[src/rtl/usb_tx_arbiter.sv]
// Round-robin packet scheduler sharing the single upstream FIFO write port between
// NUM_SRC producers; every grant is framed as header, data burst and trailer.
module usb_tx_arbiter #(
    parameter int         DATA_WIDTH = 32,
    parameter int         NUM_SRC    = 4,
    parameter int         MAX_BURST  = 64,
    parameter logic [7:0] HDR_TAG    = 8'hA5,
    parameter logic [7:0] TRL_TAG    = 8'h5A
) (
    input  logic                          sys_clk,
    input  logic                          sys_rst,
    input  logic                          arb_enable,
    input  logic [NUM_SRC-1:0]            src_valid,
    input  logic [NUM_SRC*DATA_WIDTH-1:0] src_data,
    output logic [NUM_SRC-1:0]            src_ready,
    input  logic                          user_ready,
    output logic                          user_en,
    output logic [DATA_WIDTH-1:0]         user_data,
    output logic                          busy,
    output logic [15:0]                   pkt_seq
);

    localparam int          GW          = (NUM_SRC > 1) ? $clog2(NUM_SRC) : 1;
    localparam logic [15:0] MAX_BURST_C = 16'(MAX_BURST);

    localparam logic [1:0] ST_IDLE = 2'd0;
    localparam logic [1:0] ST_HDR  = 2'd1;
    localparam logic [1:0] ST_DATA = 2'd2;
    localparam logic [1:0] ST_TRL  = 2'd3;

    logic [1:0]            state_r;
    logic [GW-1:0]         grant_r;
    logic [GW-1:0]         last_grant_r;
    logic [15:0]           count_r;
    logic [15:0]           pkt_seq_r;
    logic                  user_en_r;
    logic [DATA_WIDTH-1:0] user_data_r;

    logic                  pick_found_s;
    logic [GW-1:0]         pick_s;
    logic                  hit_s;
    logic                  sel_valid_s;
    logic [DATA_WIDTH-1:0] sel_data_s;
    logic                  burst_open_s;
    logic                  accept_s;
    logic                  last_word_s;
    logic [NUM_SRC-1:0]    src_ready_s;

    // Header and trailer share one layout: tag byte, source byte, 16-bit field.
    function automatic logic [DATA_WIDTH-1:0] frame_word(
        input logic [7:0]    tag,
        input logic [GW-1:0] src,
        input logic [15:0]   low
    );
        return DATA_WIDTH'({tag, 8'(src), low});
    endfunction

    // Round-robin search: first valid source after the previous winner, wrapping.
    always_comb begin
        pick_found_s = 1'b0;
        pick_s       = '0;
        hit_s        = 1'b0;
        for (int i = 1; i <= NUM_SRC; i++) begin
            for (int g = 0; g < NUM_SRC; g++) begin
                hit_s        = !pick_found_s && src_valid[g] &&
                               (g == ((int'(last_grant_r) + i) % NUM_SRC));
                pick_s       = hit_s ? GW'(g) : pick_s;
                pick_found_s = pick_found_s | hit_s;
            end
        end
    end

    // Route the granted source's valid and data.
    always_comb begin
        sel_valid_s = 1'b0;
        sel_data_s  = '0;
        for (int g = 0; g < NUM_SRC; g++) begin
            sel_valid_s = (grant_r == GW'(g)) ? src_valid[g] : sel_valid_s;
            sel_data_s  = (grant_r == GW'(g)) ? src_data[g*DATA_WIDTH +: DATA_WIDTH] : sel_data_s;
        end
    end

    // Data handshake: only the granted source sees ready, and only with FIFO room.
    always_comb begin
        burst_open_s = (state_r == ST_DATA) && user_ready && (count_r < MAX_BURST_C);
        src_ready_s  = '0;
        for (int g = 0; g < NUM_SRC; g++) begin
            src_ready_s[g] = burst_open_s && (grant_r == GW'(g));
        end
        accept_s    = burst_open_s && sel_valid_s;
        last_word_s = ((count_r + 16'd1) == MAX_BURST_C);
    end

    // Frame sequencer driving the registered upstream write port.
    always_ff @(posedge sys_clk) begin
        if (sys_rst) begin
            state_r      <= ST_IDLE;
            grant_r      <= '0;
            last_grant_r <= GW'(NUM_SRC - 1);
            count_r      <= 16'd0;
            pkt_seq_r    <= 16'd0;
            user_en_r    <= 1'b0;
            user_data_r  <= '0;
        end else begin
            user_en_r <= 1'b0;
            case (state_r)
                ST_IDLE: begin
                    if (arb_enable && pick_found_s) begin
                        grant_r <= pick_s;
                        count_r <= 16'd0;
                        state_r <= ST_HDR;
                    end
                end
                ST_HDR: begin
                    if (user_ready) begin
                        user_en_r   <= 1'b1;
                        user_data_r <= frame_word(HDR_TAG, grant_r, pkt_seq_r);
                        state_r     <= ST_DATA;
                    end
                end
                ST_DATA: begin
                    if (accept_s) begin
                        user_en_r   <= 1'b1;
                        user_data_r <= sel_data_s;
                        count_r     <= count_r + 16'd1;
                    end
                    // A stall with valid still high pauses the burst; only a drop or a full burst ends it.
                    if ((accept_s && last_word_s) || !sel_valid_s) begin
                        state_r <= ST_TRL;
                    end
                end
                ST_TRL: begin
                    if (user_ready) begin
                        user_en_r    <= 1'b1;
                        user_data_r  <= frame_word(TRL_TAG, grant_r, count_r);
                        last_grant_r <= grant_r;
                        pkt_seq_r    <= pkt_seq_r + 16'd1;
                        state_r      <= ST_IDLE;
                    end
                end
                default: begin
                    state_r <= ST_IDLE;
                end
            endcase
        end
    end

    assign src_ready = src_ready_s;
    assign user_en   = user_en_r;
    assign user_data = user_data_r;
    assign busy      = (state_r != ST_IDLE);
    assign pkt_seq   = pkt_seq_r;

endmodule
[config.mk]
export PLATFORM = sky130hd
export DESIGN_NAME = usb_tx_arbiter
export DESIGN_NICKNAME = d
export VERILOG_FILES = /design/src/rtl/usb_tx_arbiter.sv
export SDC_FILE = /design/constraint.sdc
export NUM_CORES = 1
export LEC_CHECK = 0
export CORE_AREA = 3 3 153 81
export DETAILED_ROUTE_END_ITERATION = 8
export DIE_AREA = 0 0 156 84
export GPL_TIMING_DRIVEN = 0
export PLACE_DENSITY = 0.75
export SLEW_MARGIN = 20
export SYNTH_ARGS = -nofsm -noshare
export SYNTH_HDL_FRONTEND = slang
export SYNTH_SLANG_ARGS = --single-unit
[constraint.sdc]
create_clock -name sys_clk -period 2.13 [get_ports sys_clk]
set_input_delay 0.426 -clock sys_clk [delete_from_list [all_inputs] [get_ports sys_clk]]
set_output_delay 0.426 -clock sys_clk [all_outputs]
set_load 0.1 [all_outputs]
==> results of run 1 <==
[registers in the layout, indices dropped and copies added (netlist names)]
register      cells
user_data        32
state_r           2
user_en           1
grant_r           2
pkt_seq          16
count_r          16
last_grant_r      2
[cell usage after synthesis (all sizes together) (3+ instances only)]
master and instances:
buf 16, a22o 8, a221o 8, mux4 31
nand2 19, xnor2 6, nor3 39, a21oi 11
nand3 10, clkbuf 14, a211oi 4, nor2 64
nand2b 4, inv 8, o22ai 4, nand3b 4
nor3b 3, and3 5, nor4 10, a22oi 6
o21ai 12, dfxtp 71, xor2 9, mux2i 4
ha 8, o21bai 8, o32ai 5, and4 5
nand4 4, and2 11
[metrics by stage]
| stage | worst slack, ns | setup TNS (ns) | area [um2] | std cells |
|---|---|---|---|---|
| 3_3_place_gp | -1.45 | -28.92 | 6320 | 766 |
| 2_1_floorplan | -0.271 | -0.723 | 4250 | 432 |
| 3_5_place_dp | -1.46 | -29.77 | 6320 | 766 |
| 4_1_cts | -0.160 | -0.516 | 6710 | 786 |
| 6_report | -0.155 | -0.543 | 6860 | 790 |
| 5_1_grt | -0.210 | -0.763 | 6860 | 790 |
[worst min-delay path: cells and delay by family, from the launching register on]
kind	cells	cell delay (ns)
simple gates	2	0.14
flops	1	0.31
[kinds of logic (layout without fill, tap and decap cells)]
logic type / count (synthesis) / count (layout)
AOI/OAI and AO/OA: 77 / 77
muxes: 36 / 36
xor gates and xnor gates: 15 / 15
buffers and inverters: 39 / 252
and+or+nand+nor: 186 / 186
adders and majority gates: 8 / 8
DFF: 71 / 71
[layout make-up]
cell class                      count  area [um2]  area share
Multi-Input combinational cell    322        2750       0.401
Sequential cell                    71        1430       0.208
Buffer                             26         148      0.0215
Timing Repair Buffer              201        1980       0.288
Tap cell                          145         181      0.0264
Inverter                            9        43.8     0.00638
Clock buffer                        9         225      0.0328
Clock inverter                      7         104      0.0151
[cells in the final DEF, fill, tap and decap left out, types with 5 or more instances in the layout]
cell	instances
clkdlybuf4s50_1	130
dfxtp_1	67
nor2_1	60
dlygate4sd2_1	44
nor3_1	34
mux4_2	31
nand2_1	18
buf_4	12
and2_1	11
clkbuf_1	10
a21oi_1	10
nand3_1	9
o21ai_0	9
xor2_1	9
clkbuf_16	9
a221o_1	8
o21bai_1	8
a22o_1	8
ha_1	7
buf_2	6
xnor2_1	6
a22oi_1	6
inv_1	5
nor4_1	5
buf_12	5
[path summary, 6_finish.rpt]
path,slack (ns),from,end
max reg2reg,0.04,state_r[0],user_data[25]
min reg2reg,0.49,user_data[2],user_data[2]
min,0.49,user_data[2],user_data[2]
max,-0.16,state_r[0],src_ready[1]
[per-layer routing]
layer / vias to the layer above / track usage
met4: 0 / 0.0609
met2: 227 / 0.380
li1: 2047 / -
met1: 2136 / 0.288
met5: - / 0
met3: 27 / 0.0735
[repair_timing]
item | in CTS | in global routing
setup buffers | 6 | 5
pin swaps | 1 | 4
cloned | 1 | 0
resized for setup | 109 | 34
setup endpoints to repair | 97 | 43
[power by group through the flow]
stage	combinational (mW)	clock, mW	sequential (mW)
2_1_floorplan	2.13	0	3.62
3_3_place_gp	5.25	0	1.80
3_5_place_dp	5.31	0	1.82
4_1_cts	5.30	1.70	1.79
5_1_grt	5.84	1.77	1.83
6_report	5.57	1.69	1.79
==> metrics, run 1 <==
post-synthesis sequential area ratio 0.341; Top Ports 190; adder-cell share of the synthesized area 0.0240; Clock Pin Slew Worst Setup and Hold Paths 0.06 ns; Post-synth top flop dfxtp_1; Tot Pwr 9.05 mW; Post-Syn Area 0.00417 mm2; Row Count 27; Post-Synthesis Cells 432; critical path class flip-flop to output pin; drt via density 5.62; root buf cell clkbuf_16; DR WL met3 1470 um; unrepaired setup endpoints after global routing true; IO buf count 189; DRC errors left 0; WL met2 7290 um; sequential share of power 0.198; wire per inst 19.5 um; CP Max Fanout 5; syn nets 576; Final Hold Slack 0.493 ns; final setup vio count 4; Int Power 4.42 mW; Syn. warnings 0; critical path arrival 1.86 ns; critical path endpoint category output pin; CP cell instances inv_4, ha_4, nor4b_4, nand3_4, nor3b_4, buf_12; Final Hold Vio Count 0; synthesized flop and latch total 71; antenna violations before repair 0; slowest CP cell dfxtp_4; failing checks negative setup slack; Sink Count 71; post-synthesis mux area share 0.180; Post-synth ARST share 0; Min Clock Period, post-route 2.29 ns; Logic pwr share 0.616; final WL 15400 um; Pre-antenna DRT Iters 5; core area 0.0110 mm2; r2r worst-path depth 9; fmax 438 MHz; cell depth of the worst setup path 6; Worst Hold Class flip-flop to flip-flop; post-synthesis xor/xnor area fraction 0.0315; area grow syn2layout 64.4%; Req. time, crit path 1.70 ns; DR top layer met4; Core Util, Final 0.625; Initial Util 0.380; status finished, violations left; leakage dissipation 2.70 nW; switching share of power 0.512; largest net degree at the start of global routing 20; layout cells sized above 1 0.198; Synth cell types 59; slew of the pin with the lowest slew margin 1.02 ns; Synth area leaders dfxtp_1, mux4_2, nor2_1, nor3_1, ha_1; first-pass GRT wire length 23700 um; Final Cycle Share 1.07; simple-gate share of the synthesized area 0.238; met1 WL 6330 um; Max Slew Vio Count 0; Top Family by Delay on Critical Path simple AND/OR/NAND/NOR gates; clock buffer depth 2; Max stage delay on crit path 0.36 ns; CTS tree done; P_sw 4.63 mW; critical path buffer and inverter count 2; via count 4437; VDD IR max 0.665 mV; Post-CTS Hold Fix Bufs 0; vias in the first global route 4484; Die W 156 um; ant diodes 0; die area 0.0131 mm2; hold path depth 2; H-Tree Depth 3; compound-gate portion of the synthesized area 0.143; total CTS buffers 9; height of the die 84 um; GRT Resource Usage Total 0.230; Synth area leader dfxtp_1; Yosys top cell area share 0.341; Post-synth EDFFs 0; GP Congestion 0.918; Syn Area/Cell 9.66 um2; antenna-violating nets left 0; detailed placement HPWL 11400 um; startpoint types flip-flop; Fillers 914; pwr/cell area 1320 mW/mm2; total congestion overflow 0; clk_skew 0.00377 ns; worst rel slew slack 0.322; DRT iter0 DRCs 424; Final Worst Setup Slack -0.155 ns; total of max-cap violations 0; Final nets 784; Skew-Pair Late Insertion Delay 0.34 ns; largest family of logic cells by synthesized area simple AND/OR/NAND/NOR gates; clock share of power 0.186
Power figures use the tool's default switching activity.
==> inputs of run 2 (changes only) <==
--- a/config.mk
+++ b/config.mk
@@ -5,10 +5,11 @@
 export SDC_FILE = /design/constraint.sdc
 export NUM_CORES = 1
 export LEC_CHECK = 0
-export CORE_AREA = 3 3 153 81
+export CORE_AREA = 4 4 154 82
 export DETAILED_ROUTE_END_ITERATION = 8
-export DIE_AREA = 0 0 156 84
+export DIE_AREA = 0 0 158 86
 export GPL_TIMING_DRIVEN = 0
+export MAX_ROUTING_LAYER = met4
 export PLACE_DENSITY = 0.75
 export SLEW_MARGIN = 20
 export SYNTH_ARGS = -nofsm -noshare
==> metrics, run 2 (same netlist as run 1, synthesis figures left out) <==
clock buffer depth 2; critical path arrival 1.89 ns; clock share of power 0.161; root buf cell clkbuf_16; slew of the pin with the lowest slew margin 1.01 ns; height of the die 86 um; most frequent cells in the layout clkdlybuf4s50_1, dfxtp_1, nor2_1; DRC errors left 0; Req. time, crit path 1.70 ns; Post-CTS Hold Fix Bufs 0; Final nets 787; Skew-Pair Late Insertion Delay 0.34 ns; H-Tree Depth 3; detailed placement HPWL 12600 um; Initial Util 0.366; P_sw 4.65 mW; GRT Resource Usage Total 0.243; total CTS buffers 9; pwr/cell area 1300 mW/mm2; Clock Pin Slew Worst Setup and Hold Paths 0.06 ns; via count 4474; slowest CP cell dfxtp_2; Min Clock Period, post-route 2.32 ns; critical path class flip-flop to output pin; ant diodes 0; Final Hold Slack 0.493 ns; area grow syn2layout 66.0%; die area 0.0136 mm2; failing checks negative setup slack; Top Ports 190; core area 0.0114 mm2; GP Congestion 0.892; sequential share of power 0.201; total congestion overflow 0; clk_skew 0.00536 ns; vias in the first global route 4564; antenna-violating nets left 0; Pre-antenna DRT Iters 5; final setup vio count 4; critical path endpoint category output pin; total of max-cap violations 0; Tot Pwr 9.02 mW; first-pass GRT wire length 24600 um; setup TNS -0.614 ns; CP cell instances inv_2, ha_4, nor4b_4, nand3_4, nor3b_4, buf_12; Logic pwr share 0.638; antenna violations before repair 0; Cells after DPL 771; Final Cycle Share 1.09; IO buf count 189; worst rel slew slack 0.329; Core Util, Final 0.608; Int Power 4.36 mW; wire per inst 20.6 um; fmax 432 MHz; drt via density 5.61; switching share of power 0.516; startpoint types flip-flop; DRT iter0 DRCs 391; Final Hold Vio Count 0; Sink Count 71; Worst Hold Class flip-flop to flip-flop; CP Max Fanout 5; VDD IR max 0.702 mV; Die W 158 um; Final Worst Setup Slack -0.187 ns; layout cells sized above 1 0.213; Row Count 28; Reg2Reg Setup Slack 0.04 ns; Non-Filler Instances 797; CTS tree done; status finished, violations left; final WL 16400 um; Max stage delay on crit path 0.33 ns; leakage dissipation 2.71 nW; unrepaired setup endpoints after global routing true; Max Slew Vio Count 0; largest net degree at the start of global routing 20; leading cell type in the layout, fill and taps excluded clkdlybuf4s50_1; max reg flops 32
## run 2: changes by cell type in the layout (fill, tap and decap cells not counted), sizes merged, moves of 2 or more
cell / change
clkbuf: +10
inv: -3
clkdlybuf4s15: -2
bufinv: -2
## run 2: final cells by class
| class | instances | area, um2 |
|---|---|---|
| Buffer | 27 | 160 |
| Multi-Input combinational cell | 322 | 2830 |
| Timing Repair Buffer | 203 | 2000 |
| Sequential cell | 71 | 1430 |
| Fill cell | 920 | 4460 |
| Clock buffer | 13 | 270 |
| Tap cell | 150 | 188 |
| Inverter | 9 | 37.5 |
| Clock inverter | 2 | 15.0 |
## run 2: worst max-delay path, delay by kind of cell, from the launching register on
family	cells	cell delay, ns
adders and majority gates	1	0.14
buffers and inverters	2	0.27
DFF	1	0.33
and+or+nand+nor	3	0.81
## run 2: per-stage QoR
| step | setup slack (ns) | cell area [um2] |
|---|---|---|
| after floorplan | -0.271 | 4250 |
| after global placement | -1.48 | 6330 |
| after detailed placement | -1.56 | 6330 |
| after CTS | -0.189 | 6690 |
| after global routing | -0.260 | 6930 |
| final | -0.187 | 6930 |
## run 2: repair_timing
item                                    4_1_cts  5_1_grt
cloned                                        1        1
endpoints found under the setup margin      106       38
pin swaps                                     1        6
gates resized for setup                     108       49
setup buffers                                 9        3
## run 2: worst paths after layout
path / from / endpoint / cells past startpoint
setup / recovery: state_r[0] / src_ready[2] / 6
hold / removal: pkt_seq[1] / pkt_seq[1] / 2
setup reg to reg: state_r[0] / user_data[28] / 9
hold reg to reg: pkt_seq[1] / pkt_seq[1] / 2
## run 2: layer usage
layer  track usage  part of all wire  wire, um  vias up
met5             -                 0         0        -
met4        0.0495             0.011       184        0
met3        0.0847              0.10      1710       24
met2         0.365              0.45      7420      219
met1         0.319              0.43      7070     2189
li1              -                 -         -     2042
## run 2: power by group through the flow
stage | Clock, mW | Sequential, mW | Combinational [mW]
2_1_floorplan | 0 | 3.62 | 2.13
3_3_place_gp | 0 | 1.82 | 5.21
3_5_place_dp | 0 | 1.83 | 5.31
4_1_cts | 1.46 | 1.80 | 5.35
5_1_grt | 1.52 | 1.85 | 6.04
6_report | 1.45 | 1.81 | 5.75
